<file path="src/rtl/posit_pkg.sv">
// Shared posit<8,1> definitions: field widths, special encodings, magnitude
// helpers and the stage record passed from the build stage to round/pack.
package posit_pkg;

  localparam int N  = 8;
  localparam int ES = 1;
  localparam int RS = 4;
  localparam int FS = N - ES - 3;

  localparam logic [N-1:0] POSIT_ZERO = '0;
  localparam logic [N-1:0] POSIT_NAR  = {1'b1, {(N-1){1'b0}}};

  function automatic logic [N-2:0] maxpos_mag();
    return {(N-1){1'b1}};
  endfunction

  function automatic logic [N-2:0] minpos_mag();
    return {{(N-2){1'b0}}, 1'b1};
  endfunction

  // Regime run plus its terminating bit: k+2 for k>=0, 1-k for k<0.
  function automatic int unsigned regime_len(logic signed [RS-1:0] k);
    int ki;
    ki = int'(k);
    return (ki >= 0) ? int'(ki + 2) : int'(1 - ki);
  endfunction

  typedef struct packed {
    logic [N-2:0] m;
    logic         g;
    logic         s;
    logic         sign;
    logic         zero;
    logic         nar;
    logic         sat_hi;
    logic         sat_lo;
  } enc_stage_t;

endpackage

</file>
<file path="src/rtl/posit_round_pack.sv">
// Round-to-nearest-even, saturation and sign application for a built posit
// magnitude; purely combinational so any posit producer can reuse it.
module posit_round_pack
  import posit_pkg::*;
(
  input  enc_stage_t   st,
  output logic [N-1:0] posit
);

  logic         round_up;
  logic [N-2:0] m_r;
  logic [N-1:0] mag;

  always_comb begin
    round_up = st.g & (st.s | st.m[0]);
    // An all-ones magnitude must not carry into the sign bit (that would be NaR).
    if (&st.m) m_r = st.m;
    else       m_r = st.m + {{(N-2){1'b0}}, round_up};
    if (m_r == '0) m_r = minpos_mag();
    if (st.sat_hi)      m_r = maxpos_mag();
    else if (st.sat_lo) m_r = minpos_mag();

    mag = {1'b0, m_r};
    if (st.nar)       posit = POSIT_NAR;
    else if (st.zero) posit = POSIT_ZERO;
    else if (st.sign) posit = -mag;
    else              posit = mag;
  end

endmodule

</file>
<file path="src/rtl/posit_enc_8_1_pipe.sv">
// Two-stage posit<8,1> encoder: stage 1 builds the regime/exponent/fraction
// bit string and extracts guard/sticky, stage 2 rounds and packs.
module posit_enc_8_1_pipe
  import posit_pkg::*;
#(
  parameter int n  = N,
  parameter int es = ES,
  parameter int rs = RS,
  parameter int fs = n - es - 3
) (
  input  logic          clk,
  input  logic          rst_n,
  input  logic          in_valid,
  output logic          in_ready,
  input  logic          in_sign,
  input  logic [rs-1:0] in_k,
  input  logic [es-1:0] in_e,
  input  logic [fs-1:0] in_frac,
  input  logic          in_zero,
  input  logic          in_inf,
  output logic          out_valid,
  input  logic          out_ready,
  output logic [n-1:0]  out_posit
);

  localparam int BW = 2 * n;

  logic              s1_valid_q;
  enc_stage_t        s1_q;
  enc_stage_t        s1_d;
  logic              out_valid_q;
  logic [n-1:0]      out_posit_q;
  logic [n-1:0]      packed_word;
  logic              s1_load;
  logic              s2_load;

  logic signed [rs-1:0] k_s;
  int unsigned          rlen;
  logic [BW-1:0]        regime_buf;
  logic [BW-1:0]        field_buf;
  logic [BW-1:0]        build_buf;

  assign s2_load  = !out_valid_q | out_ready;
  assign s1_load  = !s1_valid_q | s2_load;
  assign in_ready = s1_load;

  always_comb begin
    k_s  = in_k;
    rlen = regime_len(k_s);
    // k>=0: k+1 leading ones (terminating zero falls out of the mask);
    // k<0: a single one after -k zeros.
    if (!k_s[rs-1]) regime_buf = ~({BW{1'b1}} >> (rlen - 1));
    else            regime_buf = {1'b1, {(BW-1){1'b0}}} >> (rlen - 1);
    field_buf = {in_e, in_frac, {(BW-es-fs){1'b0}}} >> rlen;
    build_buf = regime_buf | field_buf;

    s1_d        = '0;
    s1_d.m      = build_buf[BW-1 -: n-1];
    s1_d.g      = build_buf[BW-n];
    s1_d.s      = |build_buf[BW-n-1:0];
    s1_d.sign   = in_sign;
    s1_d.zero   = in_zero;
    s1_d.nar    = in_inf;
    s1_d.sat_hi = int'(k_s) >= (n - 2);
    s1_d.sat_lo = int'(k_s) < -(n - 2);
  end

  posit_round_pack u_round_pack (
    .st    (s1_q),
    .posit (packed_word)
  );

  always_ff @(posedge clk or negedge rst_n) begin
    if (!rst_n) begin
      s1_valid_q  <= 1'b0;
      s1_q        <= '0;
      out_valid_q <= 1'b0;
      out_posit_q <= '0;
    end else begin
      if (s1_load) begin
        s1_valid_q <= in_valid;
        if (in_valid) s1_q <= s1_d;
      end
      if (s2_load) begin
        out_valid_q <= s1_valid_q;
        if (s1_valid_q) out_posit_q <= packed_word;
      end
    end
  end

  assign out_valid = out_valid_q;
  assign out_posit = out_posit_q;

endmodule

</file>
<file path="config.mk">
export PLATFORM = sky130hd
export DESIGN_NAME = posit_enc_8_1_pipe
export DESIGN_NICKNAME = d
export VERILOG_FILES = /design/src/rtl/posit_pkg.sv /design/src/rtl/posit_round_pack.sv /design/src/rtl/posit_enc_8_1_pipe.sv
export SDC_FILE = /design/constraint.sdc
export NUM_CORES = 1
export LEC_CHECK = 0
export CORE_MARGIN = 1.5
export CORE_UTILIZATION = 35
export CTS_CLUSTER_DIAMETER = 120
export DETAILED_ROUTE_END_ITERATION = 16
export GPL_TIMING_DRIVEN = 0
export PLACE_DENSITY_LB_ADDON = 0.08
export SYNTH_ARGS = -nofsm -noshare
export SYNTH_HDL_FRONTEND = slang
export SYNTH_SLANG_ARGS = --single-unit
</file>
<file path="constraint.sdc">
create_clock -name clk -period 2.4 [get_ports clk]
set_input_delay 0.36 -clock clk [delete_from_list [all_inputs] [get_ports clk]]
set_output_delay 0.36 -clock clk [all_outputs]
set_load 0.03 [all_outputs]
</file>
# [Word level (Yosys, flattened, before mapping)]
# Index checks and enable logic that the tools add are counted.
[op_classes] add_sub_neg=5 n_bitwise=6 n_lt_le_gt_ge=3 reduce_logical=7 shifts=3 mux=9
[op_table] op=">> shifter 16 x 32 -> 16 bit, first input constant" n=2
[op_table] op="2-to-1 mux 32 bit" n=1
[op_table] op=">> shifter 16 x 32 -> 16 bit" n=1
[op_table] op="subtractor 32 x 1 -> 32 bit, second input constant" n=1
[op_table] op="2-to-1 mux 7 bit" n=4
[op_table] op="2-to-1 mux 8 bit" n=3
[op_table] op="2-to-1 mux 16 bit" n=1
[op_table] op="NOT 16 bit" n=1
[op_table] op="bitwise OR 16 bit" n=1
[op_table] op="negator 7 -> 8 bit" n=1
[op_table] op="OR reduction 8 bit" n=1
[op_table] op="adder 7 x 1 -> 7 bit" n=1
[op_table] op="logical NOT 7 bit" n=1
[op_table] op="AND reduction 7 bit" n=1
[op_table] op="adder 4 x 3 -> 5 bit, second input constant" n=1
[op_table] op="subtractor 2 x 4 -> 5 bit, first input constant" n=1
[op_table] op="greater-or-equal comparator 4 x 1 -> 1 bit, second input constant" n=1
[op_table] op="greater-or-equal comparator 4 bit, second input constant" n=1
[op_table] op="< comparator 4 bit, second input constant" n=1
[op_table] op="AND reduction 2 bit" n=2
[op_table] op="bitwise OR 1 bit" n=3
[op_table] op="logical NOT 1 bit" n=2
[op_table] op="AND 1 bit" n=1
[word_totals] input_bits=16 output_inout_bits=10 regBits=24 elab_cells=44

# [Depth between registers and ports, before layout]
# Gate-level depths: netlist (run 1).
[logic_depth] ltp_word=12 mapped_depth=16 depth_no_buf=14

# [By module]
# Synthesis (run 1) repeated with hierarchy kept, for this count alone.
[hier_totals] cells_unflattened=328 area_unflattened_um2=2675.1
[by_module_without_submodules] module="posit_enc_8_1_pipe" area_per_inst_um2=2160.8 n_inst=1 cells_per_inst=246 seq_area_each_um2=600.6
[by_module_without_submodules] module="posit_round_pack" area_per_inst_um2=514.2 n_inst=1 cells_per_inst=82 seq_area_each_um2=0.0

# [Worst setup path before layout (run 1)]
# OpenSTA, ideal clock, no wires.
[synth_timing] path_type="input to register" from="input port in_k[1]" to="register s1_q[8] in the netlist's numbering" n_path_buf=2 setup_time_ns=0.065 setup_slack_ns=-1.853 cell_stages=15 t_arrival_ns=4.188 t_required_ns=2.335 path_cell_list="clkbuf_1 -> inv_1 -> ha_1 -> clkbuf_1 -> nor3b_1 -> mux2i_2 -> nor4_2 -> inv_1 -> ha_1 -> or4b_1 -> nor4_2 -> o221ai_1 -> or4_4 -> o31ai_2 -> o22a_1"
[synth_between] elab_chain_cells=7 elab_cells_between_ends=11 cone_classes="3 x add/sub; 1 x order compare; 3 x shift; 2 x mux; 2 x bitwise"
[synth_lines] item="start: declaration" line="posit_enc_8_1_pipe.sv:16" rtl="input logic [rs-1:0] in_k,"
[synth_lines] item="subtractor 2 x 4 -> 5 bit, or another cell as far along" line="posit_pkg.sv:25" rtl="return (ki >= 0) ? int'(ki + 2) : int'(1 - ki);"
[synth_lines] item="2-to-1 mux 32 bit (*)" line="posit_pkg.sv:25"
[synth_lines] item="subtractor 32 x 1 -> 32 bit" line="posit_enc_8_1_pipe.sv:52, posit_enc_8_1_pipe.sv:53"
[synth_lines] item=">> shifter 16 x 32 -> 16 bit" line="posit_enc_8_1_pipe.sv:52" rtl="if (!k_s[rs-1]) regime_buf = ~({BW{1'b1}} >> (rlen - 1));"
[synth_lines] item="NOT 16 bit" line="posit_enc_8_1_pipe.sv:52"
[synth_lines] item="2-to-1 mux 16 bit" line="posit_enc_8_1_pipe.sv:52"
[synth_lines] item="bitwise OR 16 bit (*)" line="posit_enc_8_1_pipe.sv:55" rtl="build_buf = regime_buf | field_buf;"
[synth_lines] item="end signal: assignment" line="posit_enc_8_1_pipe.sv:76" rtl="s1_q <= '0;"
[synth_lines] item="end signal: assignment" line="posit_enc_8_1_pipe.sv:82" rtl="if (in_valid) s1_q <= s1_d;"
[synth_lines] item="end: declaration" line="posit_enc_8_1_pipe.sv:29" rtl="enc_stage_t s1_q;"
# Mark *: on every way between the ends. The rest lies on a longest branch, timed or not.
# A chain may end at the register's enable or synchronous reset.

# [Worst setup path after layout (run 1)]
[layout_timing] from="input port in_k[3]" to="register s1_q[8] in the netlist's numbering"
[layout_between] elab_chain_cells=7 elab_cells_between_ends=11 cone_classes="3 x add/sub; 1 x order compare; 3 x shift; 2 x mux; 2 x bitwise"
[layout_lines] item="subtractor 2 x 4 -> 5 bit, or another cell as far along" line="posit_pkg.sv:25"
[layout_lines] item="2-to-1 mux 32 bit" line="posit_pkg.sv:25"
[layout_lines] item="subtractor 32 x 1 -> 32 bit" line="posit_enc_8_1_pipe.sv:52, posit_enc_8_1_pipe.sv:53"
[layout_lines] item=">> shifter 16 x 32 -> 16 bit" line="posit_enc_8_1_pipe.sv:52"
[layout_lines] item="NOT 16 bit" line="posit_enc_8_1_pipe.sv:52"
[layout_lines] item="2-to-1 mux 16 bit" line="posit_enc_8_1_pipe.sv:52"
[layout_lines] item="bitwise OR 16 bit (*)" line="posit_enc_8_1_pipe.sv:55"
# Marks and branches as above.

==> results of run 1 <==
## worst paths after layout
path,from,endpoint,slack [ns],cells after the start
min in group asynchronous,rst_n,s1_q[0],0.68,1
hold reg to reg,out_posit[7],out_posit[7],0.48,2
setup / recovery,in_k[3],s1_q[8],-1.11,19
setup reg to reg,s1_q[7],out_posit[6],0,12
hold / removal,out_posit[7],out_posit[7],0.48,2
max in group asynchronous,rst_n,out_posit[1],1.05,1
## flip-flops by register name, indices dropped and copies added, names as in the netlist
signal and count:
s1_q 14, out_posit 8, out_valid 1, s1_valid_q 1
## routing by layer
layer	vias to the layer above	part of all wire [%]
li1	1334	-
met1	1318	43
met2	76	50
met3	8	5.4
met4	0	0.92
met5	-	0
## power by group
group / switching, mW / internal [mW]
Sequential: 0.0886 / 0.486
Combinational: 0.645 / 0.567
Clock: 0.135 / 0.223
Total: 0.869 / 1.28
## layout by cell type (no fill, tap or decap), types with 5 or more instances in the layout
master and count:
a21oi_1 19, a22o_1 6, buf_4 33, buf_6 9
clkbuf_1 8, clkdlybuf4s50_1 20, dfrtp_1 24, ha_1 5
ha_4 9, nand2_1 46, nand2b_1 12, nor2_1 18
o211ai_1 6, o21ai_0 12, o22a_1 5, o22ai_1 6
xnor2_1 7, xor2_1 6
## repair_timing
| item | in CTS | in global routing |
|---|---|---|
| gates resized for setup | 61 | 29 |
| endpoints found under the setup margin | 15 | 13 |
| pin swaps | 32 | 21 |
| buffers inserted | 22 | 16 |
| hold endpoints to repair | 0 | 0 |
## kinds of logic (layout without fill, tap and decap cells)
family	after synthesis	after routing	synth area share, %
adders and majority gates	15	15	7.264
AOI/OAI and AO/OA	103	103	28.52
and+or+nand+nor	123	123	24.16
xor gates and xnor gates	16	16	5.424
DFF	24	24	23.24
muxes	10	10	5.520
buffers and inverters	37	98	5.860
## worst min-delay path, cell delays in order (launching register included)
cell and delay, ns:
dfrtp_1 0.34, nand2_1 0.04, o21ai_0 0.06
## cell type report
type | count | area [um^2] | area share [%]
multi-input combinational | 267 | 2200 | 58.21
clock inverter | 1 | 30.03 | 0.7947
timing repair buffer | 62 | 563.0 | 14.90
clock buffer | 3 | 41.29 | 1.093
inverter | 14 | 95.09 | 2.517
tap | 99 | 123.9 | 3.278
sequential | 24 | 600.6 | 15.89
buffer | 18 | 125.1 | 3.311
## per-stage QoR
stage / power, mW / std cells / setup WS [ns] / TNS (ns) / area [um^2]
after CTS: 2.063 / 472 / -1.273 / -8.187 / 3537
after global placement: 1.552 / 451 / -2.274 / -18.21 / 3148
after detailed placement: 1.557 / 451 / -2.320 / -18.46 / 3148
after global routing: 2.301 / 488 / -1.169 / -9.179 / 3779
after floorplan: 1.278 / 328 / -1.284 / -8.535 / 2784
final: 2.145 / 488 / -1.111 / -8.258 / 3779
==> results by group, run 1 <==
Run status
  • Status: complete, but fails checks
  • Failing checks: negative setup slack

Cells and area
  • Diode count: 0
  • Area Overhead vs Synth: 46.25%
  • FILL cells: 727
  • Share of cells above drive strength 1: 30.08%
  • Post-layout util: 52.38%
  • Nets: 421

Setup path
  • Worst path bufs/invs: 7
  • Slowest stage delay, CP: 0.55 ns
  • Setup Crit Path Kind: input pin to flip-flop
  • Slowest cell on the critical path: or4b_4
  • Worst Path Max Fanout: 6
  • Crit path capture type: flip-flop
  • CP arrival: 3.68 ns
  • CP startpoint kind: input pin
  • CP Data Required Time: 2.57 ns
  • CP Cell Sequence: buf_8 -> buf_12 -> inv_12 -> ha_4 -> buf_8 -> and3_4 -> o31ai_4 -> nor4_4 -> buf_6 -> inv_4 -> ha_4 -> or4b_4 -> nor4_4 -> o221ai_2 -> buf_4 -> nand2_2 -> o211ai_1 -> o21bai_1 -> o22a_1
  • Top delay family on crit path: simple AND/OR/NAND/NOR gates

Floorplanning
  • Die outline height: 88.92 um
  • Starting Density: 35.81%
  • Die W: 88.92 um
  • Num rows: 31
  • I/O pin count: 26
  • Area of the core: 7214 um^2
  • Die area: 7907 um^2

Synthesis
  • Library cells used by synthesis: 64
  • Cell area after synthesis: 2584 um^2
  • Most frequent cell after synthesis: nand2_1
  • Area contributors post-synth: dfrtp_1, ha_1, nand2_1
  • EDFF count, synth: 0
  • Synthesis Warnings: 0
  • Sequential area share after synthesis: 23.24%
  • Area leader, netlist: dfrtp_1
  • Avg Cell Area, Syn: 7.877 um^2
  • Post-synth top flop: dfrtp_1
  • Synth top cells by count: nand2_1, dfrtp_1, a21oi_1
  • Flops & latches, synth: 24
  • Syn Nets: 359
  • Asr flop ratio synth: 100.0%
  • Synth top area share: 23.24%
  • Mapped Cells: 328

Placed design
  • Final GP Congestion: 0.9877
  • DPL Wire Length: 5.535 mm
  • Port bufs: 24

Detailed routing
  • Routed wire length: 7.923 mm
  • Drt drc: 0
  • Routed vias: 2736
  • Initial DRC count: 138
  • DR pass1 iterations: 5
  • Wire per inst: 16.24 um
  • Antenna-violating nets left: 0
  • Vias/cell: 5.607

Global route
  • Vias in the first global route: 2548
  • M3 GR Usage: 3.601%
  • First-pass GRT wire length: 12.53 mm
  • GR met1 Demand/Resource: 25.79%
  • Gr ovfl total: 0
  • Pin count of the biggest net entering global routing: 25
  • Initial antenna violation count: 0
  • Most used routing layer: met2
  • GRT met2 Usage: 36.36%
  • All-Layer GR Usage: 20.34%

STA
  • Final Hold Fails: 0
  • Fmax: 0.2848 GHz
  • Worst hold slack: 0.4783 ns
  • Period utilization: 146.3%
  • Final setup violation count: 9
  • Slew HR: 25.63%
  • Slew Viols, Final: 0
  • Final WS setup: -1.111 ns
  • RSZ-0062 raised after global routing: true
  • Final min period: 3.511 ns
  • Worst Max-Slew Pin Slew: 1.112 ns
  • Post-Route Skew: 0.01431 ns

Clocking
  • Clock latency on the worst-skew pair: 0.28 ns
  • Clk sinks: 24
  • Clk buf depth: 2
  • CTS tree: built
  • H-tree depth: 1
  • CTS root buffer: clkbuf_8
  • Clock transition at path regs: 0.09 ns
  • Total CTS buffers: 3
  • Hold_buf cts: 0

Power
  • PD cells: 567.7 nW/um^2
  • Lkg Pwr: 1.462 nW
  • Peak supply drop: 0.2483 mV

Run
  • Max cap viols: 0

Hold path
  • Hold Path Class: flip-flop to flip-flop
No activity file was read; power rests on OpenSTA's default activity.
==> run 2: changes to the inputs <==
==> constraint.sdc (replaced) <==
create_clock -name clk -period 2.4 [get_ports clk]
set_input_delay 0.24 -clock clk [delete_from_list [all_inputs] [get_ports clk]]
set_output_delay 0.24 -clock clk [all_outputs]
set_load 0.03 [all_outputs]
==> run 2 against run 1 <==
Against the previous run: the flow still finishes with violations (negative setup slack); largest cell class unchanged; final area is 1.7% lower; combinational power barely moved; fmax increased by 2.7%.
==> results by group, run 2 (synthesized netlist as in run 1, its figures left out) <==
Run status
  • Status: complete, but fails checks (unchanged)
  • Failing checks: negative setup slack (unchanged)

STA
  • Slew Viols, Final: 0 (unchanged)
  • Final Hold Fails: 0 (unchanged)
  • RSZ-0062 raised after global routing: true (unchanged)
  • Setup_tns: -6.930 ns (was -8.258 ns)
  • Period utilization: 142.5% (was 146.3%)
  • Post-Route Skew: 0.01347 ns (was 0.01431 ns)
  • Final setup violation count: 10 (was 9)
  • Final min period: 3.420 ns (was 3.511 ns)
  • Final WS setup: -1.020 ns (was -1.111 ns)
  • Worst Max-Slew Pin Slew: 1.094 ns (was 1.112 ns)
  • Slew HR: 26.87% (was 25.63%)
  • Fmax: 0.2924 GHz (was 0.2848 GHz)

Global route
  • All-Layer GR Usage: 20.62% (was 20.34%)
  • Initial antenna violation count: 0 (unchanged)
  • Vias in the first global route: 2568 (was 2548)
  • Pin count of the biggest net entering global routing: 25 (unchanged)
  • First-pass GRT wire length: 12.77 mm (was 12.53 mm)
  • Gr ovfl total: 0 (unchanged)

Cells and area
  • Top reg by flops: s1_q (unchanged)
  • Most common cell after layout, fill and taps aside: nand2_1 (unchanged)
  • Most frequent cells in the layout: nand2_1, buf_4, dfrtp_1, clkdlybuf4s50_1 (was nand2_1, buf_4, dfrtp_1, clkdlybuf4s50_1, a21oi_1)
  • Diode count: 0 (unchanged)
  • Post-layout util: 51.47% (was 52.38%)
  • Nets: 421 (unchanged)
  • Area Overhead vs Synth: 43.73% (was 46.25%)
  • Largest register FFs: 14 (unchanged)
  • Share of cells above drive strength 1: 28.53% (was 30.08%)
  • FILL cells: 720 (was 727)

Hold path
  • WHS Endpoint: out_posit[0] (was out_posit[7])
  • Hold Crit Start: out_posit[0] (was out_posit[7])
  • Worst Hold Depth: 2 (unchanged)
  • Hold Path Class: flip-flop to flip-flop (unchanged)

Detailed routing
  • Routed wire length: 7.734 mm (was 7.923 mm)
  • Initial DRC count: 147 (was 138)
  • DR pass1 iterations: 5 (unchanged)
  • Drt drc: 0 (unchanged)
  • Wire per inst: 15.85 um (was 16.24 um)
  • Antenna-violating nets left: 0 (unchanged)
  • Vias/cell: 5.607 (unchanged)
  • Routed vias: 2736 (unchanged)

Floorplanning
  • Die outline height: 88.92 um (unchanged)
  • Die W: 88.92 um (unchanged)
  • Area of the core: 7214 um^2 (unchanged)
  • I/O pin count: 26 (unchanged)
  • Die area: 7907 um^2 (unchanged)
  • Num rows: 31 (unchanged)
  • Starting Density: 35.81% (unchanged)

Power
  • Lkg Pwr: 1.438 nW (was 1.462 nW)
  • Peak supply drop: 0.2055 mV (was 0.2483 mV)
  • PD cells: 571.9 nW/um^2 (was 567.7 nW/um^2)

Clocking
  • Hold_buf cts: 0 (unchanged)
  • Clock transition at path regs: 0.10 ns (was 0.09 ns)
  • H-tree depth: 1 (unchanged)
  • CTS tree: built (unchanged)
  • Clk buf depth: 2 (unchanged)
  • Clock latency on the worst-skew pair: 0.27 ns (was 0.28 ns)
  • Clk sinks: 24 (unchanged)
  • Total CTS buffers: 3 (unchanged)
  • CTS root buffer: clkbuf_8 (unchanged)

Run
  • Max cap viols: 0 (unchanged)

Setup path
  • CP arrival: 3.64 ns (was 3.68 ns)
  • CP Data Required Time: 2.62 ns (was 2.57 ns)
  • Slowest stage delay, CP: 0.60 ns (was 0.55 ns)
  • Worst Path Max Fanout: 6 (unchanged)
  • Worst Reg2Reg Path Length in Cells: 12 (unchanged)
  • Reg-to-Reg End: out_posit[4] (was out_posit[6])
  • CP Cell Sequence: buf_8 -> buf_12 -> inv_12 -> ha_4 -> buf_8 -> and3_4 -> o31ai_4 -> nor4_4 -> buf_6 -> inv_4 -> ha_4 -> or4b_4 -> nor4_4 -> o221ai_2 -> or4_4 -> o31ai_4 -> o22a_1 (was buf_8 -> buf_12 -> inv_12 -> ha_4 -> buf_8 -> and3_4 -> o31ai_4 -> nor4_4 -> buf_6 -> inv_4 -> ha_4 -> or4b_4 -> nor4_4 -> o221ai_2 -> buf_4 -> nand2_2 -> o211ai_1 -> o21bai_1 -> o22a_1)
  • Crit path capture type: flip-flop (unchanged)
  • Reg2reg setup slack: -0.03 ns (was 0 ns)
  • Slowest cell on the critical path: or4_4 (was or4b_4)
  • CP startpoint kind: input pin (unchanged)
  • FF-to-FF Start: s1_q[7] (unchanged)
  • Setup Crit Path Kind: input pin to flip-flop (unchanged)

Placed design
  • Port bufs: 24 (unchanged)
  • Final GP Congestion: 0.9936 (was 0.9877)
  • DPL Wire Length: 5.484 mm (was 5.535 mm)
-- run 2: worst max-delay path by stage --
| stage | cells past startpoint | slack (ns) | end | from |
|---|---|---|---|---|
| 2_1_floorplan | 15 | -1.16 | s1_q[8] | in_k[3] |
| 3_3_place_gp | 13 | -2.16 | s1_q[8] | in_k[3] |
| 3_5_place_dp | 16 | -2.19 | s1_q[8] | in_k[1] |
| 4_1_cts | 16 | -1.14 | s1_q[8] | in_k[1] |
| 5_1_grt | 19 | -1.13 | s1_q[8] | in_k[3] |
| 6_report | 17 | -1.02 | s1_q[8] | in_k[3] |
-- run 2: per-layer routing --
layer  up-vias  wire length (um)  track usage [%]
met1      1314              3516            27.94
met5         -                 0                0
li1       1337                 -                -
met4         0                61            3.835
met2        79              3881            36.23
met3         6               274            1.570
-- run 2: layout make-up --
class                   instances  area, um^2  share of cell area [%]
flip-flops and latches         24       601.8                   16.21
well taps                      99       123.9                   3.336
clock inverters                 1       30.03                  0.8086
repair buffers                 62       530.5                   14.29
inverters                      14       92.59                   2.493
multi-input cells             267        2168                   58.39
plain buffers                  18       125.1                   3.369
clock buffers                   3       41.29                   1.112
-- run 2: worst max-delay path: cells and delay by family --
family                   cells  cell delay, ns
buffers and inverters        6            0.60
AND/OR/NAND/NOR              5            1.85
AO/OA/AOI/OAI                4            0.59
adder cells (fa/ha/maj)      2            0.35
-- run 2: power breakdown --
group          internal, mW  leakage (nW)  switching [mW]
clock                 0.223        0.0357           0.132
combinational         0.563          1.12           0.627
sequential            0.487         0.286          0.0913
total                  1.27          1.44           0.851
-- run 2: repair_timing --
item | 4_1_cts | 5_1_grt
setup buffers | 28 | 11
pin swaps | 25 | 22
resized for setup | 54 | 23
cloned | 0 | 0
endpoints found under the setup margin | 15 | 15
hold endpoints to repair | 0 | 0
-- run 2: per-stage QoR --
stage	std cells	setup WS (ns)	area (um^2)	power [mW]	hold WS, ns
final	488	-1.020	3714	2.124	0.4793
after global routing	488	-1.127	3714	2.286	0.5244
after CTS	478	-1.145	3530	2.059	0.4852
after detailed placement	451	-2.186	3148	1.555	0.4616
after global placement	451	-2.158	3148	1.552	0.4605
after floorplan	328	-1.164	2784	1.278	-0.05559
==> run 3: changes to the inputs <==
--- a/config.mk
+++ b/config.mk
@@ -11,6 +11,7 @@
 export DETAILED_ROUTE_END_ITERATION = 16
 export GPL_TIMING_DRIVEN = 0
 export PLACE_DENSITY_LB_ADDON = 0.08
+export SKIP_CTS_REPAIR_TIMING = 1
 export SYNTH_ARGS = -nofsm -noshare
 export SYNTH_HDL_FRONTEND = slang
 export SYNTH_SLANG_ARGS = --single-unit
==> run 3 against run 2 <==
Against the previous run: the run still ends with negative setup slack left; combinational power down 5%; setup slack worse by 0.23 ns; critical path type unchanged; highest routed layer unchanged; clock skew shrank 0.0040 ns.
==> results by group, run 3 (synthesized netlist as in run 1, its figures left out) <==
Placed design
  • Pre-CTS setup slack: -2.186 ns (unchanged)
  • # placed instances: 451 (unchanged)
  • Port bufs: 24 (unchanged)
  • Final GP Congestion: 0.9936 (unchanged)
  • DPL Wire Length: 5.484 mm (unchanged)
  • Dpl cell area: 3148 um^2 (unchanged)

Setup path
  • CP Data Required Time: 2.61 ns (was 2.62 ns)
  • CP startpoint kind: input pin (unchanged)
  • Worst Reg2Reg Path Length in Cells: 11 (was 12)
  • Critical Path Start: in_k[1] (was in_k[3])
  • Reg2reg setup slack: -0.25 ns (was -0.03 ns)
  • Worst Path Max Fanout: 5 (was 6)
  • Crit path capture type: flip-flop (unchanged)
  • FF-to-FF Start: s1_q[7] (unchanged)
  • Reg-to-Reg End: out_posit[6] (was out_posit[4])
  • Setup Crit Path Kind: input pin to flip-flop (unchanged)
  • Critical Path Sink: s1_q[8] (unchanged)
  • CP arrival: 3.86 ns (was 3.64 ns)

Cells and area
  • Area Overhead vs Synth: 42.13% (was 43.73%)
  • Post-layout util: 50.90% (was 51.47%)
  • Final Instance Area: 3672 um^2 (was 3714 um^2)
  • Most frequent cells in the layout: nand2_1, buf_4, dfrtp_1, a21oi_1, clkdlybuf4s50_1 (was nand2_1, buf_4, dfrtp_1, clkdlybuf4s50_1)
  • Most common cell after layout, fill and taps aside: nand2_1 (unchanged)
  • Post-route insts no fill: 489 (was 488)
  • Largest register FFs: 14 (unchanged)
  • Nets: 422 (was 421)
  • Diode count: 0 (unchanged)
  • Top reg by flops: s1_q (unchanged)
  • Share of cells above drive strength 1: 26.41% (was 28.53%)

Run
  • Max cap viols: 0 (unchanged)

Global route
  • First-pass GRT wire length: 12.13 mm (was 12.77 mm)
  • Gr ovfl total: 0 (unchanged)
  • Initial antenna violation count: 0 (unchanged)
  • Vias in the first global route: 2391 (was 2568)
  • All-Layer GR Usage: 19.55% (was 20.62%)
  • Pin count of the biggest net entering global routing: 25 (unchanged)

Power
  • Lkg Pwr: 1.436 nW (was 1.438 nW)
  • Peak supply drop: 0.2062 mV (was 0.2055 mV)
  • Power, Total: 2.041 mW (was 2.124 mW)
  • PD cells: 555.8 nW/um^2 (was 571.9 nW/um^2)

Detailed routing
  • Wire per inst: 15.79 um (was 15.85 um)
  • Drt drc: 0 (unchanged)
  • Routed vias: 2712 (was 2736)
  • Vias/cell: 5.546 (was 5.607)
  • DR pass1 iterations: 5 (unchanged)
  • Initial DRC count: 194 (was 147)
  • Antenna-violating nets left: 0 (unchanged)
  • Routed wire length: 7.723 mm (was 7.734 mm)

Floorplanning
  • Die area: 7907 um^2 (unchanged)
  • Die W: 88.92 um (unchanged)
  • Starting Density: 35.81% (unchanged)
  • Die outline height: 88.92 um (unchanged)
  • Num rows: 31 (unchanged)
  • I/O pin count: 26 (unchanged)
  • Area of the core: 7214 um^2 (unchanged)

Run status
  • Failing checks: negative setup slack (unchanged)
  • Status: complete, but fails checks (unchanged)

STA
  • Slew HR: 28.03% (was 26.87%)
  • Final min period: 3.651 ns (was 3.420 ns)
  • Slew Viols, Final: 0 (unchanged)
  • Final WS setup: -1.251 ns (was -1.020 ns)
  • Setup_tns: -9.215 ns (was -6.930 ns)
  • Period utilization: 152.1% (was 142.5%)
  • Final setup violation count: 14 (was 10)
  • Worst hold slack: 0.4799 ns (was 0.4793 ns)
  • Worst Max-Slew Pin Slew: 1.076 ns (was 1.094 ns)
  • Post-Route Skew: 0.009491 ns (was 0.01347 ns)
  • Final Hold Fails: 0 (unchanged)
  • Fmax: 0.2739 GHz (was 0.2924 GHz)
  • RSZ-0062 raised after global routing: true (unchanged)

Clocking
  • CTS root buffer: clkbuf_8 (unchanged)
  • Clock latency on the worst-skew pair: 0.27 ns (about the same)
  • H-tree depth: 1 (unchanged)
  • Clock transition at path regs: 0.09 ns (was 0.10 ns)
  • Total CTS buffers: 3 (unchanged)
  • Clk sinks: 24 (unchanged)
  • Clk buf depth: 2 (unchanged)
  • CTS tree: built (unchanged)

Hold path
  • Hold Path Class: flip-flop to flip-flop (unchanged)
run 3: metal layers:
metal | vias to the layer above | global-route usage, % | part of all wire [%] | routed length, um
met2 | 80 | 33.54 | 50 | 3865
met5 | - | 0 | 0 | 0
met4 | 0 | 2.983 | 0.60 | 46
met3 | 4 | 1.385 | 3.5 | 273
li1 | 1344 | - | - | -
met1 | 1284 | 27.49 | 46 | 3538
run 3: worst min-delay path by stage:
stage                       startpoint  cells after the start  slack, ns      endpoint
final                     out_posit[0]                      2       0.48  out_posit[0]
after global routing      out_posit[0]                      2       0.52  out_posit[0]
after CTS                 out_posit[0]                      2       0.49  out_posit[0]
after detailed placement  out_posit[0]                      2       0.46  out_posit[0]
after global placement    out_posit[0]                      2       0.46  out_posit[0]
after floorplan                  rst_n                      0      -0.06  out_posit[0]
run 3: cell type report:
class / instances / area [um^2]
Inverter: 14 / 95.09
Clock inverter: 1 / 30.03
Tap cell: 99 / 123.9
Timing Repair Buffer: 61 / 545.5
Sequential cell: 24 / 600.6
Buffer: 20 / 130.1
Multi-Input combinational cell: 267 / 2106
Clock buffer: 3 / 41.29
Fill cell: 730 / 3542
run 3: worst max-delay path: stages:
cell and delay, ns:
buf_8 0.08, buf_8 0.11, clkinv_8 0.06, ha_4 0.24
nor3b_4 0.26, mux2i_4 0.14, nor4_4 0.26, buf_6 0.17
inv_4 0.04, ha_4 0.22, or4b_4 0.55, nor4_4 0.31
o221ai_2 0.21, or4_4 0.62, o31ai_4 0.18, o22a_1 0.16
run 3: power by group:
group / internal, mW / switching, mW / total [mW]
clock network: 0.223 / 0.127 / 0.350
registers: 0.487 / 0.0732 / 0.560
logic: 0.514 / 0.618 / 1.13
